<file path="config.mk">
export PLATFORM = sky130hd
export DESIGN_NAME = pci_arbiter
export DESIGN_NICKNAME = d
export VERILOG_FILES = /design/src/rtl/pci_arbiter.sv
export SDC_FILE = /design/constraint.sdc
export NUM_CORES = 1
export LEC_CHECK = 0
export ABC_AREA = 1
export CORE_MARGIN = 5
export CORE_UTILIZATION = 38
export DETAILED_ROUTE_END_ITERATION = 8
export PLACE_DENSITY = 0.65
export SLEW_MARGIN = 20
export SYNTH_ARGS = -nofsm -noshare
export SYNTH_HDL_FRONTEND = slang
export SYNTH_SLANG_ARGS = --single-unit
export TNS_END_PERCENT = 5
</file>
<file path="constraint.sdc">
create_clock -name clk -period 2.5 [get_ports clk]
set_input_delay 0.25 -clock clk [delete_from_list [all_inputs] [get_ports clk]]
set_output_delay 0.25 -clock clk [all_outputs]
set_load 0.1 [all_outputs]
</file>
<file path="src/rtl/pci_arbiter.sv">
// Central round-robin PCI bus arbiter: active-low REQ/GNT, FRAME/IRDY ownership
// tracking, one-clock turnaround between owners and a grant latency timeout.
module pci_arbiter #(
  parameter int N_DEV       = 3,
  parameter int IDX_W       = 2,
  parameter int GNT_TIMEOUT = 16
) (
  input  logic             clk,
  input  logic             rst,
  input  logic [N_DEV-1:0] REQ,
  output logic [N_DEV-1:0] GNT,
  input  logic             FRAME,
  input  logic             IRDY,
  output logic             gnt_valid,
  output logic [IDX_W-1:0] gnt_idx,
  output logic             bus_busy
);

  typedef enum logic [1:0] {IDLE, GRANTED, BUSY, GAP} state_t;

  state_t           state, state_nxt;
  logic [IDX_W-1:0] rr_ptr, rr_nxt;
  logic [7:0]       timer, timer_nxt;
  logic [N_DEV-1:0] gnt_nxt;
  logic [IDX_W-1:0] idx_nxt;
  logic             valid_nxt;
  logic             found;
  logic [IDX_W-1:0] winner;
  logic [IDX_W-1:0] cand;

  // Comparisons against 1'b0 make X/Z request bits fall into the not-requesting path.
  always_comb begin
    found  = 1'b0;
    winner = '0;
    cand   = '0;
    for (int off = 0; off < N_DEV; off++) begin
      cand = IDX_W'((int'(rr_ptr) + off) % N_DEV);
      if (!found && (REQ[cand] == 1'b0)) begin
        found  = 1'b1;
        winner = cand;
      end
    end
  end

  always_comb begin
    state_nxt = state;
    rr_nxt    = rr_ptr;
    timer_nxt = timer;
    gnt_nxt   = GNT;
    idx_nxt   = gnt_idx;
    valid_nxt = gnt_valid;
    case (state)
      IDLE: begin
        if (found) begin
          gnt_nxt         = '1;
          gnt_nxt[winner] = 1'b0;
          idx_nxt         = winner;
          valid_nxt       = 1'b1;
          timer_nxt       = 8'd0;
          state_nxt       = GRANTED;
        end
      end
      GRANTED: begin
        if (timer != 8'hFF) timer_nxt = timer + 8'd1;
        if (FRAME == 1'b0) begin
          state_nxt = BUSY;
        end else if ((REQ[gnt_idx] == 1'b0) && (timer != 8'(GNT_TIMEOUT - 1))) begin
          state_nxt = GRANTED;
        end else begin
          gnt_nxt   = '1;
          valid_nxt = 1'b0;
          idx_nxt   = '0;
          rr_nxt    = IDX_W'((int'(gnt_idx) + 1) % N_DEV);
          state_nxt = GAP;
        end
      end
      BUSY: begin
        if ((FRAME == 1'b1) && (IRDY == 1'b1)) begin
          gnt_nxt   = '1;
          valid_nxt = 1'b0;
          idx_nxt   = '0;
          rr_nxt    = IDX_W'((int'(gnt_idx) + 1) % N_DEV);
          state_nxt = GAP;
        end
      end
      GAP:     state_nxt = IDLE;
      default: state_nxt = IDLE;
    endcase
  end

  always_ff @(posedge clk) begin
    if (rst) begin
      state     <= IDLE;
      rr_ptr    <= '0;
      timer     <= 8'd0;
      GNT       <= '1;
      gnt_idx   <= '0;
      gnt_valid <= 1'b0;
      bus_busy  <= 1'b0;
    end else begin
      state     <= state_nxt;
      rr_ptr    <= rr_nxt;
      timer     <= timer_nxt;
      GNT       <= gnt_nxt;
      gnt_idx   <= idx_nxt;
      gnt_valid <= valid_nxt;
      bus_busy  <= (state_nxt == BUSY);
    end
  end

endmodule
</file>
==> metrics <==
layout cells sized above 1=11.44%; synthesized area per cell=6.398 sq um; cells on worst reg2reg path=8; worst hold margin=0.4764 ns; Synthesized Nets=238; cts repair resizes=0; Fin. Hold Viols=0; Max-slew headroom=65.43%; WL per Instance=10.74 um; worst-path cell chain=inv_1, ha_1, inv_2, nor3_1, a22oi_2, nand2_4, a21oi_1, nor3_2; CTS sink cnt=19; power per standard cell area=1044 nW/um^2; Synth Area in Compound Gates=11.11%; Final #Nets=255; FF/Latch Area=380.4 sq um; hold_buf cts=0; clock buffers created by TritonCTS=3; Rows=22; Total Routed Length=3.050 mm; total track usage=12.80%; crit-path max FO=9; DRC viols=0; Clock Path Buffers=2; Critical Path Sink Type=register; ranking of synthesized cells by area=dfxtp_1 27%, nand2_1 13%, ha_1 9.8%; CP arrival=2.11 ns; Die Width=70.86 um; slack of the worst reg-to-reg path=0.53 ns; post-CTS setup buffer count=0; Max Fclk=507.6 MHz; CP endpoint=timer[1]; Worst path slowest cell=a22oi_2; Setup Viol. Count Final=0; io pins=14; share of the yosys chip area belonging to registers=27.02%; slowest stage delay, CP=0.44 ns; Worst Setup Start Kind=register; drt first-iter violations=74; Worst Setup Path Type=register to register; Clock Skew=0.0008812 ns; status=finished, final reports clean; clk root buf=clkbuf_8; Area Growth Syn to Fin=15.38%; first-pass GRT wire length=5.326 mm; most frequent cells in the layout=49 x nand2_1, 30 x inv_1, 27 x nor2_1; GPL Wtd Cong=0.8110; commonest non-fill, non-tap cell in the layout=nand2_1; post-synthesis mux area share=0%; worst r2r src=state[1]; initial antenna violation count=0; Yosys reg bits=19; Max-cap violations=0; Ys Warns=0; # fillers=390; Hold Path Class=register to register; core area=3633 sq um; Pins Over Slew Limit=0; Adder-Cell Fraction of Synth Area=9.778%; Initial Utilization=38.74%; RSZ-0062 raised after global routing=false; Synth area leader=dfxtp_1; Post-Syn Area=1408 sq um; worst hold path cell count=2; Worst Path Required=2.64 ns; share of the synthesized area in the top cell type=27.02%; final worst path period share=78.80%; area taken by multi-input logic gates=894.6 sq um; number of global-route vias before repair=1225; worst slew pin tran=0.5185 ns; largest net degree at the start of global routing=16; Die Height=70.86 um; Worst-path clk slew=0.07 ns; CTS tree=yes; post-synth cell types=26; Antenna Nets Post-Route=0; Inserted Diodes=0; main combinational cell family by area after synthesis=simple AND/OR/NAND/NOR gates; simple-gate share of the synthesized area=40.18%; Detailed Place HPWL=2.388 mm; I/O Buffers=13; H-tree Lvls=1; CP Launch Point=state[1]; Max VDD drop=0.4363 mV; DR pass1 iterations=4; Die ar.=5021 sq um; Clk Latency, worst-skew pair=0.25 ns; xor/xnor share of the synthesized area=2.489%; Setup TNS=0 ns; leakage power=0.7313 nW; grt ovf=0; vias per cell=4.771; R2R Path End=timer[1]; DR vias=1355; Final min period=1.970 ns; Gate Count Post-Synth=220
critical path: cells and delay by family (launching register included):
family,cells,cell delay (ns)
compound gates,2,0.62
flops,1,0.38
fa+ha+maj,1,0.30
buf+inv,2,0.28
simple gates,3,0.28
layer usage:
layer	GRT usage, %	vias up	part of all wire, %
met2	21.94	19	48
li1	-	738	-
met3	2.415	2	2.8
met1	16.54	596	49
met5	0	-	0
met4	3.132	0	0.66
power by group:
| group | leakage (nW) | switching [W] | internal [W] | total [W] |
|---|---|---|---|---|
| combinational | 0.553 | 0.000764 | 0.000295 | 0.00106 |
| sequential | 0.155 | 0.0000569 | 0.000370 | 0.000427 |
| clock | 0.0228 | 0.0000957 | 0.000113 | 0.000209 |
synthesized netlist by cell type (all sizes together):
cell type   n
or2         1
dfxtp      19
o21ai      10
inv        33
nand3      27
and2        1
buf         1
nand2      54
nand4       2
xor2        4
a22oi       1
clkbuf      1
nand3b      1
ha         11
nor3        6
nor2       30
a21oi      18
how the worst min path moves through the flow:
| stage | from | to |
|---|---|---|
| final | GNT[2] | GNT[2] |
| after global routing | gnt_valid | gnt_valid |
| after CTS | GNT[2] | GNT[2] |
| after detailed placement | GNT[2] | GNT[2] |
| after global placement | GNT[2] | GNT[2] |
| after floorplan | rst | gnt_idx[0] |
per-stage QoR:
stage / std cells / area (sq um) / utilization, % / worst slack, ns / power, W
3_5_place_dp: 280 / 1579 / 43.46 / 0.5239 / 0.001494
2_1_floorplan: 220 / 1408 / - / 0.5915 / 0.001286
3_3_place_gp: 280 / 1579 / 43.46 / 0.5314 / 0.001491
6_report: 284 / 1624 / 44.70 / 0.5299 / 0.001695
5_1_grt: 284 / 1624 / 44.70 / 0.3366 / 0.001843
4_1_cts: 284 / 1624 / 44.70 / 0.5075 / 0.001714
final cells by class:
cell class | count | area share [%]
multi-input combinational | 166 | 55.08
sequential | 19 | 23.42
clock buffer | 4 | 2.773
tap | 48 | 3.698
timing repair buffer | 14 | 7.396
inverter | 33 | 7.627
registers in the layout, indices dropped and copies added, names as in the netlist:
name       flops
GNT            3
timer          8
bus_busy       1
gnt_idx        2
state          2
rr_ptr         2
gnt_valid      1
cells by family (layout without fill, tap and decap cells):
kind of cell,after synthesis,after routing
flip-flops,19,19
buffers and inverters,35,51
AO/OA/AOI/OAI,29,29
AND/OR/NAND/NOR,122,122
XOR/XNOR,4,4
adder cells (fa/ha/maj),11,11
Power figures use the tool's default switching activity.
